## src/rtl/dmem_read_arbiter.sv

```systemverilog
// Two-port read arbiter: per-port request FIFOs feed a single memory read port, one read outstanding.
// Define DMEM_READ_ARB_FIXED_PRIO_EN for fixed port-0 priority; default build is round-robin.
module dmem_read_arbiter #(
  parameter int DMEM_READ_ARB_Q_DEPTH = 2,
  parameter int BLOCK_ADDR_W          = 29,
  parameter int WORD_W                = 32
) (
  input  logic                    CLK,
  input  logic                    nRST,
  output logic                    DUT_error,
  input  logic                    dmem0_read_req_valid,
  input  logic [BLOCK_ADDR_W-1:0] dmem0_read_req_block_addr,
  output logic                    dmem0_read_resp_valid,
  output logic [2*WORD_W-1:0]     dmem0_read_resp_data,
  input  logic                    dmem1_read_req_valid,
  input  logic [BLOCK_ADDR_W-1:0] dmem1_read_req_block_addr,
  output logic                    dmem1_read_resp_valid,
  output logic [2*WORD_W-1:0]     dmem1_read_resp_data,
  output logic                    mem_read_req_valid,
  output logic [BLOCK_ADDR_W-1:0] mem_read_req_block_addr,
  input  logic                    mem_read_req_ready,
  input  logic                    mem_read_resp_valid,
  input  logic [2*WORD_W-1:0]     mem_read_resp_data
);

  localparam int IDX_W = $clog2(DMEM_READ_ARB_Q_DEPTH);
  localparam int PTR_W = IDX_W + 1;
  localparam logic [PTR_W-1:0] PTR_ONE = PTR_W'(1);

  typedef enum logic [1:0] {
    IDLE  = 2'd0,
    ISSUE = 2'd1,
    WAIT  = 2'd2
  } state_t;

  state_t                  state_r;
  logic                    grant_r;
  logic                    req_valid_r;
  logic [BLOCK_ADDR_W-1:0] req_addr_r;
  logic                    error_r;
`ifndef DMEM_READ_ARB_FIXED_PRIO_EN
  logic                    last_grant_r;
`endif

  logic [PTR_W-1:0]        head_r [2];
  logic [PTR_W-1:0]        tail_r [2];
  logic [BLOCK_ADDR_W-1:0] fifo_r [2][DMEM_READ_ARB_Q_DEPTH];

  logic [1:0]              req_valid_s;
  logic [BLOCK_ADDR_W-1:0] req_addr_s [2];
  logic [BLOCK_ADDR_W-1:0] head_addr_s [2];
  logic [1:0]              empty_s;
  logic [1:0]              full_s;
  logic [1:0]              push_s;
  logic [1:0]              pop_s;
  logic                    overflow_s;
  logic                    any_pending_s;
  logic                    next_grant_s;
  logic                    stray_resp_s;
  logic                    resp_hit_s;

  assign req_valid_s   = {dmem1_read_req_valid, dmem0_read_req_valid};
  assign req_addr_s[0] = dmem0_read_req_block_addr;
  assign req_addr_s[1] = dmem1_read_req_block_addr;

  // FIFO status; a pop in the same cycle frees the slot for an incoming request
  always_comb begin
    overflow_s = 1'b0;
    for (int p = 0; p < 2; p++) begin
      empty_s[p]     = (head_r[p] == tail_r[p]);
      full_s[p]      = (head_r[p][IDX_W-1:0] == tail_r[p][IDX_W-1:0]) &&
                       (head_r[p][IDX_W] != tail_r[p][IDX_W]);
      pop_s[p]       = (state_r == ISSUE) && mem_read_req_ready && (grant_r == 1'(p));
      push_s[p]      = req_valid_s[p] && (!full_s[p] || pop_s[p]);
      head_addr_s[p] = fifo_r[p][head_r[p][IDX_W-1:0]];
      overflow_s     = overflow_s | (req_valid_s[p] && full_s[p] && !pop_s[p]);
    end
  end

  // Grant selection among non-empty FIFOs
  always_comb begin
    any_pending_s = !empty_s[0] || !empty_s[1];
`ifdef DMEM_READ_ARB_FIXED_PRIO_EN
    if (!empty_s[0]) begin
      next_grant_s = 1'b0;
    end else begin
      next_grant_s = 1'b1;
    end
`else
    if (!empty_s[0] && !empty_s[1]) begin
      next_grant_s = ~last_grant_r;
    end else if (!empty_s[0]) begin
      next_grant_s = 1'b0;
    end else begin
      next_grant_s = 1'b1;
    end
`endif
  end

  // Per-port FIFO storage and pointers
  always_ff @(posedge CLK or negedge nRST) begin
    if (!nRST) begin
      for (int p = 0; p < 2; p++) begin
        head_r[p] <= '0;
        tail_r[p] <= '0;
        for (int i = 0; i < DMEM_READ_ARB_Q_DEPTH; i++) begin
          fifo_r[p][i] <= '0;
        end
      end
    end else begin
      for (int p = 0; p < 2; p++) begin
        if (push_s[p]) begin
          fifo_r[p][tail_r[p][IDX_W-1:0]] <= req_addr_s[p];
          tail_r[p] <= tail_r[p] + PTR_ONE;
        end
        if (pop_s[p]) begin
          head_r[p] <= head_r[p] + PTR_ONE;
        end
      end
    end
  end

  // Arbitration FSM; request outputs are registered alongside the state
  always_ff @(posedge CLK or negedge nRST) begin
    if (!nRST) begin
      state_r      <= IDLE;
      grant_r      <= 1'b0;
      req_valid_r  <= 1'b0;
      req_addr_r   <= '0;
`ifndef DMEM_READ_ARB_FIXED_PRIO_EN
      last_grant_r <= 1'b1;
`endif
    end else begin
      case (state_r)
        IDLE: begin
          if (any_pending_s) begin
            state_r      <= ISSUE;
            grant_r      <= next_grant_s;
            req_valid_r  <= 1'b1;
            req_addr_r   <= head_addr_s[next_grant_s];
`ifndef DMEM_READ_ARB_FIXED_PRIO_EN
            last_grant_r <= next_grant_s;
`endif
          end
        end
        ISSUE: begin
          if (mem_read_req_ready) begin
            state_r     <= WAIT;
            req_valid_r <= 1'b0;
            req_addr_r  <= '0;
          end
        end
        WAIT: begin
          if (mem_read_resp_valid) begin
            state_r <= IDLE;
          end
        end
        default: begin
          state_r     <= IDLE;
          req_valid_r <= 1'b0;
          req_addr_r  <= '0;
        end
      endcase
    end
  end

  assign stray_resp_s = mem_read_resp_valid && (state_r != WAIT);

  // Sticky protocol error: FIFO overflow or response with no read outstanding
  always_ff @(posedge CLK or negedge nRST) begin
    if (!nRST) begin
      error_r <= 1'b0;
    end else if (overflow_s || stray_resp_s) begin
      error_r <= 1'b1;
    end
  end

  // Responses pass straight through to the granted port in the completing cycle
  always_comb begin
    resp_hit_s            = (state_r == WAIT) && mem_read_resp_valid;
    dmem0_read_resp_valid = resp_hit_s && !grant_r;
    dmem1_read_resp_valid = resp_hit_s && grant_r;
    if (dmem0_read_resp_valid) begin
      dmem0_read_resp_data = mem_read_resp_data;
    end else begin
      dmem0_read_resp_data = '0;
    end
    if (dmem1_read_resp_valid) begin
      dmem1_read_resp_data = mem_read_resp_data;
    end else begin
      dmem1_read_resp_data = '0;
    end
  end

  assign mem_read_req_valid      = req_valid_r;
  assign mem_read_req_block_addr = req_addr_r;
  assign DUT_error               = error_r;

endmodule

```

## config.mk

```make
export PLATFORM = sky130hd
export DESIGN_NAME = dmem_read_arbiter
export DESIGN_NICKNAME = d
export VERILOG_FILES = /design/src/rtl/dmem_read_arbiter.sv
export SDC_FILE = /design/constraint.sdc
export NUM_CORES = 1
export LEC_CHECK = 0
export CAP_MARGIN = 20
export CELL_PAD_IN_SITES_DETAIL_PLACEMENT = 0
export CELL_PAD_IN_SITES_GLOBAL_PLACEMENT = 1
export CORE_ASPECT_RATIO = 1.25
export CORE_MARGIN = 1.5
export CORE_UTILIZATION = 35
export DETAILED_ROUTE_END_ITERATION = 6
export HOLD_SLACK_MARGIN = 0.02
export PLACE_DENSITY = 0.77
export SETUP_SLACK_MARGIN = 0.05
export SYNTH_ARGS = -nofsm -noshare
export SYNTH_HDL_FRONTEND = slang
export SYNTH_SLANG_ARGS = --single-unit
```

## constraint.sdc

```tcl
create_clock -name CLK -period 2.4 [get_ports CLK]
set_input_delay 0.72 -clock CLK [delete_from_list [all_inputs] [get_ports CLK]]
set_output_delay 0.72 -clock CLK [all_outputs]
set_load 0.1 [all_outputs]
```

# Word-level counts from Yosys, hierarchy flattened
# Cells that the tools add are included.
[word_totals] reg_bits=159 wordCells=108 rom_bits=0 ramBits=0 latchBits=0 out_inout_bits=161 memories=0 input_bits=128
[classes] n_eq_ne=12 shifts=0 bitwise=9 n_addsub=4 multipliers=0 mux=29 magnitude_cmp=7 div_mod_pow=0 reduce_logical=33
[op_table] operator="two-way mux 29 bit" n=13
[op_table] operator="two-way mux 64 bit" n=2
[op_table] operator="bitwise mux 58 bit" n=2
[op_table] operator="one-hot mux 29 bit (3 select lines)" n=1
[op_table] operator="demux 29 bit (select 1 bit)" n=2
[op_table] operator="logical AND 1 bit" n=18
[op_table] operator=">= comparator 2 bit (second input constant)" n=5
[op_table] operator="NOT 1 -> 2 bit" n=5
[op_table] operator="adder 2 x 1 -> 2 bit (second input constant)" n=4
[op_table] operator="!= test 2 bit (second input constant)" n=4
[op_table] operator="zero test 1 bit" n=7
[op_table] operator="two-way mux 2 bit" n=3
[op_table] operator="one-hot mux 2 bit (3 select lines)" n=1
[op_table] operator="AND reduction 3 bit" n=2
[op_table] operator="== test 2 bit" n=2
[op_table] operator="logical OR 1 bit" n=4
[op_table] operator="< comparator 2 x 1 -> 1 bit (second input constant)" n=2
[op_table] operator="two-way mux 1 bit" n=4
[op_table] operator="NOT 1 bit" n=3
[op_table] operator="one-hot mux 1 bit (3 select lines)" n=1
[op_table] operator="== test 1 bit" n=2
[op_table] operator="== test 2 x 1 -> 1 bit (second input constant)" n=1
[op_table] operator="== test 2 bit (second input constant)" n=1
[op_table] operator="zero test 2 bit" n=1
[op_table] operator="3 further kinds" n=4

# Logic depth before layout (Yosys ltp)
[depth] word_depth=10 mapped_depth=7 ltp_nobuf=4

# Least setup slack after synthesis
# OpenSTA, ideal clock, no wires.
[synth_timing] path_type="input-to-output" startpoint="input mem_read_resp_valid" endpoint="output dmem0_read_resp_data[54]" setup_slack_ns=-1.110 t_arrival_ns=2.790 n_path_buf=1 required_time_ns=1.680 cell_stages=3 cell_sequence="nor3b_1 > clkbuf_1 > and2_1"
[synth_via] elab_chain_len=3
[synth_lines] item="from (decl)" line="22" text="input logic mem_read_resp_valid,"
[synth_lines] item="logical AND 1 bit" line="180" text="resp_hit_s = (state_r == WAIT) && mem_read_resp_valid;"
[synth_lines] item="logical AND 1 bit" line="181" text="dmem0_read_resp_valid = resp_hit_s && !grant_r;"
[synth_lines] item="named net dmem0_read_resp_valid" line="13" text="output logic dmem0_read_resp_valid,"
[synth_lines] item="two-way mux 64 bit" line="183" text="if (dmem0_read_resp_valid) begin"
[synth_lines] item="to (decl)" line="14" text="output logic [2*WORD_W-1:0] dmem0_read_resp_data,"
# The timed path passes the listed nets, and every way through them passes these cells.

# Final worst setup path
[layout_timing] startpoint="register state_r[0]" endpoint="output dmem0_read_resp_data[4]"
[layout_via] elab_chain_len=4
[layout_lines] item="from (decl)" line="36" text="state_t state_r;"
[layout_lines] item="from (signal assigned)" line="126" text="state_r <= IDLE;"
[layout_lines] item="from (signal assigned)" line="137" text="state_r <= ISSUE;"
[layout_lines] item="from (signal assigned)" line="148" text="state_r <= WAIT;"
[layout_lines] item="== test 2 bit" line="180"
[layout_lines] item="logical AND 1 bit" line="180"
[layout_lines] item="logical AND 1 bit" line="181"
[layout_lines] item="two-way mux 64 bit" line="183"
# Every way passes these cells.

==> results <==
==> sequential cells by signal, summed over array words and instances, names as in the netlist <==
| name | flops |
|---|---|
| fifo_r | 116 |
| mem_read_req_block_addr | 29 |
| head_r | 4 |
| tail_r | 4 |
| state_r | 2 |
| DUT_error | 1 |
| grant_r | 1 |
| last_grant_r | 1 |
| mem_read_req_valid | 1 |
==> through the flow <==
step | utilization | instance area [um2] | power (mW) | worst slack (ns)
4_1_cts | 0.616 | 13800 | 17.1 | -0.190
2_1_floorplan | - | 8390 | 11.5 | 0.0651
3_5_place_dp | 0.579 | 13000 | 14.2 | -0.536
3_3_place_gp | 0.579 | 13000 | 14.0 | -0.503
6_report | 0.620 | 13900 | 17.1 | -0.190
5_1_grt | 0.619 | 13800 | 17.9 | -0.283
==> final cells by class <==
class,count,share of cell area
Clock inverter,14,0.0125
Multi-Input combinational cell,449,0.298
Inverter,1,0.000271
Sequential cell,159,0.287
Antenna cell,10,0.00181
Timing Repair Buffer,334,0.342
Tap cell,283,0.0255
Clock buffer,18,0.0317
==> where the power goes <==
part           internal (mW)  switching (mW)  leakage, nW
registers               4.04           0.700         1.90
logic                   4.22            5.31         3.73
clock network           1.61            1.19        0.296
total                   9.87            7.20         5.93
==> worst max-delay path: cells and delay by family, from the launching register on <==
| kind | cells | cell delay, ns |
|---|---|---|
| buffers and inverters | 4 | 0.63 |
| AND/OR/NAND/NOR | 3 | 0.42 |
| flip-flops | 1 | 0.40 |
==> routing by layer <==
metal / vias up / share of wire
li1: 2904 / -
met1: 3045 / 0.40
met2: 243 / 0.49
met3: 36 / 0.097
met4: 10 / 0.015
met5: - / 0.0026
==> cells by family (layout without fill, tap and decap cells) <==
kind of cell,Yosys count,after routing,share of synthesized area
simple gates,218,218,0.151
buf+inv,49,367,0.0360
mux,174,174,0.249
xor+xnor,10,10,0.0137
flops,159,159,0.496
compound gates,47,47,0.0540
other cells,0,10,0
==> cells in the mapped netlist, types with 2 or more instances <==
master / count / area (um2)
nand3_1: 2 / 10.0
xnor2_2: 3 / 48.8
xnor2_1: 4 / 35.0
dfrtp_1: 158 / 3950
nand2b_1: 8 / 50.1
mux2_2: 161 / 1810
mux2_4: 10 / 150
o211ai_1: 2 / 15.0
a221o_1: 29 / 290
buf_4: 8 / 60.1
buf_2: 11 / 55.1
nand2_1: 38 / 143
nor2_1: 32 / 120
clkbuf_1: 21 / 78.8
a21oi_1: 3 / 15.0
buf_6: 6 / 67.6
xor2_1: 3 / 26.3
o21ai_0: 4 / 20.0
mux2_1: 3 / 33.8
and2_1: 130 / 813
==> worst max-delay path by stage <==
stage / endpoint / slack [ns]
floorplan: dmem1_read_resp_data[11] / 0.07
global placement: dmem0_read_resp_data[63] / -0.50
detailed placement: dmem0_read_resp_data[63] / -0.54
CTS: dmem0_read_resp_data[56] / -0.19
global route: dmem0_read_resp_data[24] / -0.28
finish: dmem0_read_resp_data[4] / -0.19
==> repair_timing <==
item | 4_1_cts | 5_1_grt
hold endpoints to repair | 0 | 0
pin swaps | 18 | 38
setup buffers | 5 | 1
gates cloned | 5 | 2
endpoints found under the setup margin | 130 | 130
gates resized for setup | 19 | 3
==> metrics <==
status=finished, violations left; failing checks=setup timing; IO buf count=288; R2R Path End=mem_read_req_block_addr[16]; Initial Utilization=0.359; Slew @ Worst Pin=0.549 ns; filler instances=1757; Setup violations, final=130; Worst Hold Class=in -> async; RSZ-0062 raised after global routing=yes; Worst path max stage delay=0.40 ns; placed wire-length estimate=19500 um; antenna-violating nets left=0; max-slew violations=0; number of global-route vias before repair=6424; total grt overflow=0; GR Util met2=0.369; most common cell after layout, fill and taps aside=mux2_2; reg2reg start=state_r[0]; latest clock arrival within the worst-skew pair=0.42 ns; Final WS setup=-0.190 ns; Unique masters post-synth=41; First DRT Iteration DRCs=282; max_slew headroom=0.634; placed cells=1213; CTS max path bufs=2; crit path max fanout=8; initial antenna violation count=13; Die X-Extent=138 um; Synth Register Bits=159; commonest cells after routing, fill and taps aside=mux2_2, dfrtp_1, buf_12; worst reg-to-reg path cell count=8; CTS Hold Bufs=0; Vias/cell=4.92; Synth Instances=657; WS Path Type=reg -> out; Clock Pin Slew Worst Setup and Hold Paths=0.07 ns; worst vdd ir=0.874 mV; Leak=5.93 nW; Synth async-reset ratio=1.00; P&R area growth vs syn=72.8%; post-route non-filler standard cell count=1268; largest net degree at the start of global routing=52; Fin Setup TNS=-20.32 ns; Hold WS=0.222 ns; placer congestion estimate=0.792; WP data required=1.68 ns; CP Launch Point=state_r[0]; DRC=0; final clock skew=0.0122 ns; met1 usage=0.262; Final Cycle Share=1.08; crit end category=output port; Pwr Density=1230 nW/um2; CTS Buf Count=17; Die Span Y=172 um; post-layout net count=1090; all-layer global routing usage=0.219; IO Count=289; CTS tree=yes; Reg area=3980 um2; die area=23800 um2; crit path max-delay cell type=dfrtp_1; Seq/Total Area, Yosys=0.496; final hold vios=0; Yosys Warn Count=0; max_cap viols=0; FMAX=386 MHz; top_reg_cell synth=dfrtp_1; R2R setup slack=0.22 ns; Worst EP arrival=1.87 ns; first-pass GRT wire length=39100 um; WL/cell=20.6 um; multi-input logic area=4140 um2; Root Buffer=clkbuf_16; critical path launch point type=flip-flop; Syn Std Cell Area=8020 um2; Syn Area/Cell=12.2 um2; drt pass-1 iters=4; Clock Sinks=159; critical-path cell list=inv_2, nand2_4, nor3b_4, buf_6, clkbuf_16, and2_4, buf_12; GRT busiest layer=met2; number of synthesized flops with an enable pin=0; CORE AREA=22400 um2; routed vias=6238; # H-tree levels=4; share of cells above drive strength 1=0.574; GRT met3 Usage=0.0872; Routed WL=26100 um; Row Count=61; crit path time final=2.59 ns; post-synth net total=785
(Power assumes the default switching activity.)
